==> config.mk <==
export PLATFORM = sky130hd
export DESIGN_NAME = in_pcm_rx_flat
export DESIGN_NICKNAME = d
export VERILOG_FILES = /design/src/rtl/in_pcm_rx_if.sv /design/src/rtl/in_pcm_rx.sv /design/src/flat_wrapper.sv
export SDC_FILE = /design/constraint.sdc
export NUM_CORES = 1
export LEC_CHECK = 0
export ABC_AREA = 0
export CAP_MARGIN = 20
export CORE_MARGIN = 2
export CORE_UTILIZATION = 50
export DETAILED_ROUTE_END_ITERATION = 10
export GPL_TIMING_DRIVEN = 0
export PLACE_DENSITY = 0.7
export RECOVER_POWER = 25
export SKIP_LAST_GASP = 1
export SYNTH_ARGS = -nofsm -noshare
export SYNTH_HDL_FRONTEND = slang
export SYNTH_SLANG_ARGS = --single-unit
==> constraint.sdc <==
create_clock -name i_clk -period 5.9 [get_ports i_clk]
set_clock_uncertainty 0.05 [all_clocks]
set_input_delay 0.59 -clock i_clk [delete_from_list [all_inputs] [get_ports i_clk]]
set_output_delay 0.59 -clock i_clk [all_outputs]
set_load 0.02 [all_outputs]
==> src/rtl/in_pcm_rx_if.sv <==
// in_pcm_rx_if: serial PCM input, signal estimate and D valid/ready output bundle
interface in_pcm_rx_if;
   logic        law;
   logic        bclk_en;
   logic        fs;
   logic        sdata;
   logic [14:0] se;
   logic        d_ready;
   logic [7:0]  s;
   logic [13:0] sl;
   logic [15:0] d;
   logic        d_valid;
   logic        overrun;
   logic        frame_err;
   modport master (
      output law, bclk_en, fs, sdata, se, d_ready,
      input  s, sl, d, d_valid, overrun, frame_err
   );
   modport slave (
      input  law, bclk_en, fs, sdata, se, d_ready,
      output s, sl, d, d_valid, overrun, frame_err
   );
endinterface

==> src/rtl/in_pcm_rx.sv <==
// in_pcm_rx: deserializes G.711 codewords, expands them to 14-bit linear PCM and
// presents D = SL - SE through a one-entry valid/ready output register.
module in_pcm_rx #(
   parameter int BITS = 8
) (
   input  logic       i_clk,
   input  logic       i_rst,
   in_pcm_rx_if.slave io
);
   typedef enum logic {IDLE, SHIFT} state_t;
   state_t          r_state, w_next;
   logic            w_start, w_shift, w_done, w_ferr;
   logic [BITS-1:0] r_sh, w_byte;
   logic [2:0]      r_cnt;
   logic            r_s1_v, r_s1_law;
   logic [7:0]      r_s1_s;
   logic [14:0]     r_s1_se;
   logic            r_s2_v;
   logic [7:0]      r_s2_s;
   logic [13:0]     r_s2_sl;
   logic [14:0]     r_s2_se;
   logic            r_s3_v;
   logic [7:0]      r_s3_s;
   logic [13:0]     r_s3_sl;
   logic [15:0]     r_s3_d;
   logic [7:0]      r_s;
   logic [13:0]     r_sl;
   logic [15:0]     r_d;
   logic            r_dv, r_ovr, r_ferr;
   logic [7:0]      w_x;
   logic            w_neg;
   logic [2:0]      w_e;
   logic [3:0]      w_m;
   logic [5:0]      w_base;
   logic [13:0]     w_ua, w_aa, w_mag, w_sl;
   logic [15:0]     w_d;
   logic            w_ld;
   assign w_byte = {r_sh[BITS-2:0], io.sdata};
   always_comb begin
      w_next  = r_state;
      w_start = 1'b0;
      w_shift = 1'b0;
      w_done  = 1'b0;
      w_ferr  = 1'b0;
      case (r_state)
         IDLE: if (io.bclk_en && io.fs) begin
            w_start = 1'b1;
            w_next  = SHIFT;
         end
         SHIFT: if (io.bclk_en) begin
            if (io.fs) begin
               w_ferr  = 1'b1;
               w_start = 1'b1;
            end else if (r_cnt == 3'(BITS - 1)) begin
               w_done = 1'b1;
               w_next = IDLE;
            end else begin
               w_shift = 1'b1;
            end
         end
         default: w_next = IDLE;
      endcase
   end
   // EXPAND: 2m+33 is {1, m, 1}; A-law segment 0 has no implicit leading one
   always_comb begin
      w_x    = r_s1_s ^ (r_s1_law ? 8'h55 : 8'hFF);
      w_neg  = r_s1_law ? ~w_x[7] : w_x[7];
      w_e    = w_x[6:4];
      w_m    = w_x[3:0];
      w_base = {1'b1, w_m, 1'b1};
      w_ua   = (14'(w_base) << w_e) - 14'd33;
      w_aa   = ((w_e == 3'd0) ? 14'({w_m, 1'b1}) : 14'(w_base) << (w_e - 3'd1)) << 1;
      w_mag  = r_s1_law ? w_aa : w_ua;
      w_sl   = w_neg ? -w_mag : w_mag;
   end
   assign w_d  = {{2{r_s2_sl[13]}}, r_s2_sl} - {r_s2_se[14], r_s2_se};
   assign w_ld = r_s3_v && (!r_dv || io.d_ready);
   always_ff @(posedge i_clk or posedge i_rst) begin
      if (i_rst) begin
         r_state <= IDLE;
         r_sh    <= '0;
         r_cnt   <= '0;
      end else begin
         r_state <= w_next;
         r_sh    <= (w_start || w_shift) ? (w_start ? BITS'(io.sdata) : w_byte) : r_sh;
         r_cnt   <= w_start ? 3'd1 : w_shift ? r_cnt + 3'd1 : w_done ? 3'd0 : r_cnt;
      end
   end
   always_ff @(posedge i_clk or posedge i_rst) begin
      if (i_rst) begin
         r_s1_v   <= 1'b0;
         r_s1_law <= 1'b0;
         r_s1_s   <= '0;
         r_s1_se  <= '0;
         r_s2_v   <= 1'b0;
         r_s2_s   <= '0;
         r_s2_sl  <= '0;
         r_s2_se  <= '0;
         r_s3_v   <= 1'b0;
         r_s3_s   <= '0;
         r_s3_sl  <= '0;
         r_s3_d   <= '0;
      end else begin
         r_s1_v   <= w_done;
         r_s1_law <= w_done ? io.law : r_s1_law;
         r_s1_s   <= w_done ? w_byte : r_s1_s;
         r_s1_se  <= w_done ? io.se : r_s1_se;
         r_s2_v   <= r_s1_v;
         r_s2_s   <= r_s1_v ? r_s1_s : r_s2_s;
         r_s2_sl  <= r_s1_v ? w_sl : r_s2_sl;
         r_s2_se  <= r_s1_v ? r_s1_se : r_s2_se;
         r_s3_v   <= r_s2_v;
         r_s3_s   <= r_s2_v ? r_s2_s : r_s3_s;
         r_s3_sl  <= r_s2_v ? r_s2_sl : r_s3_sl;
         r_s3_d   <= r_s2_v ? w_d : r_s3_d;
      end
   end
   // output register holds until consumed; a result arriving while full is dropped
   always_ff @(posedge i_clk or posedge i_rst) begin
      if (i_rst) begin
         r_s    <= '0;
         r_sl   <= '0;
         r_d    <= '0;
         r_dv   <= 1'b0;
         r_ovr  <= 1'b0;
         r_ferr <= 1'b0;
      end else begin
         r_s    <= w_ld ? r_s3_s : r_s;
         r_sl   <= w_ld ? r_s3_sl : r_sl;
         r_d    <= w_ld ? r_s3_d : r_d;
         r_dv   <= w_ld || (r_dv && !io.d_ready);
         r_ovr  <= r_s3_v && !w_ld;
         r_ferr <= w_ferr;
      end
   end
   assign io.s         = r_s;
   assign io.sl        = r_sl;
   assign io.d         = r_d;
   assign io.d_valid   = r_dv;
   assign io.overrun   = r_ovr;
   assign io.frame_err = r_ferr;
endmodule

==> src/flat_wrapper.sv <==
// flat-port wrapper written by rule: the top's interface ports become plain ports
module in_pcm_rx_flat 
#(
   parameter int BITS = 8
)
  (i_clk, i_rst, io_law, io_bclk_en, io_fs, io_sdata, io_se, io_d_ready, io_s, io_sl, io_d, io_d_valid, io_overrun, io_frame_err);
  in_pcm_rx_if io_i ();
  input  logic i_clk;
  input  logic i_rst;
  input wire logic [$bits(io_i.law)-1:0] io_law;
  input wire logic [$bits(io_i.bclk_en)-1:0] io_bclk_en;
  input wire logic [$bits(io_i.fs)-1:0] io_fs;
  input wire logic [$bits(io_i.sdata)-1:0] io_sdata;
  input wire logic [$bits(io_i.se)-1:0] io_se;
  input wire logic [$bits(io_i.d_ready)-1:0] io_d_ready;
  output wire logic [$bits(io_i.s)-1:0] io_s;
  output wire logic [$bits(io_i.sl)-1:0] io_sl;
  output wire logic [$bits(io_i.d)-1:0] io_d;
  output wire logic [$bits(io_i.d_valid)-1:0] io_d_valid;
  output wire logic [$bits(io_i.overrun)-1:0] io_overrun;
  output wire logic [$bits(io_i.frame_err)-1:0] io_frame_err;
  assign io_i.law = io_law;
  assign io_i.bclk_en = io_bclk_en;
  assign io_i.fs = io_fs;
  assign io_i.sdata = io_sdata;
  assign io_i.se = io_se;
  assign io_i.d_ready = io_d_ready;
  assign io_s = io_i.s;
  assign io_sl = io_i.sl;
  assign io_d = io_i.d;
  assign io_d_valid = io_i.d_valid;
  assign io_overrun = io_i.overrun;
  assign io_frame_err = io_i.frame_err;
  in_pcm_rx #(.BITS(BITS)) u_core (.i_clk(i_clk), .i_rst(i_rst), .io(io_i));
endmodule
After elaboration in Yosys (flattened, before gate mapping):

Cells that the tools add are included.

* bits in registers: 154
* bits of input ports: 22
* output and inout bits: 41
* logic and storage cells: 69

* add/subtract/negate cells: 5
* equal/unequal tests: 1
* shift-type cells: 2
* muxes and demuxes: 25
* bitwise gates (word level): 3
* reduce and logical (&&, ||, !) cells: 12

Operator list (number)
* $mux W14: 2
* $sub A14 B15 Y16: 1
* $mux W1: 15
* $neg A14 Y14: 1
* $shl A6 B3 Y14: 1
* $sub A14 B6 Y14 const B: 1
* $mux W13: 1
* $shl A6 B3 Y13: 1
* $mux W3: 3
* $mux W8: 1
* $xor A8 B8 Y8: 1
* $mux W7: 1
* $logic_and A1 B1 Y1: 4
* $pmux W1 S2: 2
* $add A3 B1 Y3 const B: 1
* $eq A3 B3 Y1 const B: 1
* $logic_not A1 Y1: 3
* $logic_not A3 Y1: 1
* $logic_or A1 B1 Y1: 3
* $reduce_bool A3 Y1: 1
* $sub A3 B1 Y3 const B: 1
* $not A1 Y1: 2

Depth between registers and ports, before layout:

* word-level depth: 8
* mapped depth: 14
* gate-level depth less buffers: 12

Least setup slack after synthesis:

Ideal clock, no wire load.

* kind: reg2reg
* start point: register u_core.r_s1_s[6]
* end point: register u_core.r_s2_sl[10]
* setup time: 126 ps
* arrival: 2946 ps
* path slack: 2778 ps
* stages on the path, launching flop included: 14
* path buffers: 4
* period minus slack after synthesis: 3122 ps
* cell sequence: dfrtp_1 buf_2 buf_2 buf_2 buf_1 nand3_1 ha_1 a2111oi_0 nand4bb_1 nand3_1 nand3_1 nor3_1 a311oi_1 a221o_1

* word-level cells in the longest chain between the ends: 7

Ends and longest elaborated chain
* from (decl): line in_pcm_rx.sv:16 `logic [7:0] r_s1_s;`
* from (signal assigned): line in_pcm_rx.sv:106 `r_s1_s <= w_done ? w_byte : r_s1_s;`
* $xor A8 B8 Y8 *: line in_pcm_rx.sv:66 `w_x = r_s1_s ^ (r_s1_law ? 8'h55 : 8'hFF);`
* branches (longest 3 deep; another with $sub A14 B6 Y14)
* $mux W14 *: line in_pcm_rx.sv:73 `w_mag = r_s1_law ? w_aa : w_ua;`
* $neg A14 Y14: line in_pcm_rx.sv:74 `w_sl = w_neg ? -w_mag : w_mag;`
* $mux W14 *: line in_pcm_rx.sv:74
* to (signal assigned): line in_pcm_rx.sv:110 `r_s2_sl <= r_s1_v ? w_sl : r_s2_sl;`
* to (decl): line in_pcm_rx.sv:20 `logic [13:0] r_s2_sl;`

Every way passes the cells marked *.
A chain may end at the register's enable or synchronous reset.

Final worst setup path:

Ends and elaborated chain as after synthesis.

==> summary.md <==
| Metric | Value |
|---|---|
| Status | finished with violations |
| Failing checks | capacitance limit, slew limit |
| Peak VDD IR | 0.264 mV |
| Detailed-route via count | roughly 6000 |
| DRC | 0 |
| Largest net degree at the start of global routing | 92 |
| Vias in the first global route | around 6000 |
| H-Tree Depth | 4 |
| Hold Vio Cnt, Final | 0 |
| Crit path arrival time | about 4.4 ns |
| Antenna violations before repair | 0 |
| Count of final setup violators | 0 |
| # Max-Cap Violations | 1 |
| Hold WS | between 0.3 and 0.4 ns |
| Final net count | 888 |
| Setup WS post-layout | around 1.8 ns |
| F_max | ~0.24 GHz |
| DP Worst Slack | 1.92 ns |
| Global router's overall resource usage | 0.245 |
| Setup repair bufs after CTS | 0 |
| Post-synthesis cell type count | slightly below 80 |
| Unrepaired setup endpoints after global routing | false |
| Placed cell count | approximately 1000 |
| Clk pin slew, worst setup/hold paths | around 0.06 ns |
| First-pass GRT wire length | 31.7 mm |
| Fraction of layout cells with a size suffix above 1 | 0.169 |
| CP Class | reg -> reg |
| Layout Cells excl Fill | 1069 |
| CTS buffer count | 17 |
| Slew Viols, Final | 64 |
| I/O Buffers | between 60 and 70 |
| Die Span Y | approximately 130 um |
| Post-synth ARST share | 1.00 |
| Final wirelength | ~19 mm |
| CP endpoint kind | flop |
| Final antenna-violating net count | 0 |
| Die area | about 17000 um^2 |
| Seq/Total Area, Yosys | 0.488 |
| GR Overflow Total | 0 |
| CTS tree | done |
| Final setup TNS | 0 ns |
| Area delta synth->final | 19.2% |
| Ant diodes | 0 |
| Fin area | between 9000 and 10000 um^2 |
| Top_reg_cell synth | dfrtp_1 |
| Die X | roughly 130 um |
| Final Wtd Congestion | around 0.88 |
| Post-Syn Area | just under 8000 um^2 |
| Drt first pass iters | 5 |
| Yosys warnings | 0 |
| Num ports | 63 |
| Synth Register Bits | 154 |
| # hold bufs at CTS | 0 |
| Clk_lat worst skew | 0.43 ns |
| Slew margin rel. | -0.935 |
| CTS Buffer Depth | 2 |
| Static leakage | ~0.0043 uW |
| Via/cell ratio | between 5 and 6 |
| Fin crit share | 0.703 |
| DR iter-0 viols | roughly 390 |
| Max FO, Critical Path | 10 |
| Startpoint types | flop |
| Post-synth EDFFs | 0 |
| Worst Path Required | just over 6 ns |
| Placed Area | 8810 um^2 |
| DP HPWL | 14.1 mm |
| Initial Util | 0.516 |
| Core area | approximately 15000 um^2 |
| Rows | between 40 and 50 |
| Post_cts resized | 0 |
| Syn Inst Count | between 700 and 800 |
| PwrDens | about 420 nW/um^2 |
| Slew @ Worst Pin | roughly 2.9 ns |
| Clock sink count | ~150 |
| Syn avg cell area | about 10 um^2 |
| Worst hold path type | reg -> reg |
| Syn Nets | a little over 800 |
| CTS root buffer | clkbuf_16 |
| Tmin final | 4.15 ns |
| Wire length per cell | around 18 um |
-- worst max-delay path, cell delays in order, from the launching register on --
cell and delay (ns):
dfrtp_1 0.43, buf_2 0.25, buf_2 0.26, buf_2 0.27
buf_1 0.44, nand3_1 0.18, ha_1 0.31, a2111oi_0 0.48
nand4bb_1 0.15, nand3_1 0.13, nand3_1 0.15, nor3_1 0.45
a311oi_1 0.17, a221o_1 0.28
-- Yosys cell counts, types with 12 or more instances --
master / instances / area [um^2]
a21oi_1: 23 / 115
clkbuf_1: 24 / 90.1
dfrtp_1: 154 / 3850
ha_1: 19 / 238
inv_1: 31 / 116
mux2_2: 82 / 923
nand2_1: 128 / 480
nand3_1: 14 / 70.1
nor2_1: 32 / 120
nor3_1: 20 / 100
o21ai_0: 42 / 210
xnor2_1: 12 / 105
-- cell type report --
cell class / count / area [um^2]
buffer: 42 / 195
sequential: 154 / 3850
timing repair buffer: 62 / 638
tap: 211 / 264
inverter: 35 / 133
fill: 1309 / 5900
clock inverter: 12 / 163
multi-input combinational: 534 / 3720
clock buffer: 19 / 453
-- metrics by stage --
step | total power, uW | util
after detailed placement | 2850 | 0.575
after floorplan | 2460 | -
after global placement | 2820 | 0.573
after global routing | 4250 | 0.615
final | 4000 | 0.615
after CTS | 4000 | 0.615
-- path summary, 6_finish.rpt --
| path | endpoint | slack, ns | depth (start not counted) | start |
|---|---|---|---|---|
| setup / recovery | u_core.r_s2_sl[10] | 1.75 | 13 | u_core.r_s1_s[6] |
| hold / removal | u_core.r_s3_v | 0.35 | 0 | u_core.r_s2_v |
| setup reg to reg | u_core.r_s2_sl[10] | 1.75 | 13 | u_core.r_s1_s[6] |
| hold reg to reg | u_core.r_s3_v | 0.35 | 0 | u_core.r_s2_v |
| max in group asynchronous | u_core.io.d[14] | 3.11 | 2 | i_rst |
| min in group asynchronous | u_core.io.frame_err | 1.39 | 2 | i_rst |
-- where the power goes --
part	internal (uW)	switching, uW
Clock	691	441
Combinational	617	947
Sequential	1190	117
Total	2500	1510
-- state kept, by name, indices dropped and copies added, names as in the netlist, 3 cells and up --
| name | count |
|---|---|
| u_core.r_s2_s | 8 |
| u_core.r_cnt | 3 |
| u_core.io.s | 8 |
| u_core.r_s1_se | 15 |
| u_core.r_s3_sl | 14 |
| u_core.io.sl | 14 |
| u_core.r_s2_se | 15 |
| u_core.r_s3_s | 8 |
| u_core.r_s1_s | 8 |
| u_core.r_s3_d | 16 |
| u_core.r_s2_sl | 14 |
| u_core.r_sh | 7 |
| u_core.io.d | 16 |
-- layout by cell type (no fill, tap or decap), types with 5 or more instances in the layout --
| cell | netlist | final |
|---|---|---|
| nand3_1 | 14 | 14 |
| buf_2 | 9 | 9 |
| a31oi_1 | 5 | 5 |
| o21ai_0 | 42 | 42 |
| ha_1 | 19 | 19 |
| clkdlybuf4s50_1 | 0 | 58 |
| a211oi_1 | 8 | 8 |
| dfrtp_1 | 154 | 154 |
| nor2b_1 | 9 | 9 |
| o211ai_1 | 5 | 5 |
| nor3_1 | 20 | 20 |
| nand2_1 | 128 | 128 |
| xnor2_1 | 12 | 12 |
| a22o_1 | 8 | 8 |
| xor2_1 | 6 | 6 |
| inv_1 | 31 | 30 |
| a21oi_1 | 23 | 23 |
| buf_1 | 5 | 5 |
| clkbuf_16 | 0 | 17 |
| mux2i_1 | 5 | 5 |
| or3_1 | 5 | 5 |
| nor2_1 | 32 | 32 |
| nand2b_1 | 7 | 7 |
| mux2_2 | 82 | 82 |
| a21o_1 | 9 | 9 |
| o31ai_1 | 8 | 8 |
| clkbuf_1 | 24 | 24 |
-- cell families after synthesis --
group / share of synthesized area
flops: 0.488
fa+ha+maj: 0.0339
mux: 0.123
compound gates: 0.143
buf+inv: 0.0413
xor+xnor: 0.0241
simple gates: 0.147
-- layer usage --
metal / share of wire / GRT usage
met1: 0.46 / 0.334
met2: 0.49 / 0.399
met3: 0.035 / 0.0476
met4: 0.018 / 0.0778
met5: 0 / 0
(Power assumes the default switching activity.)
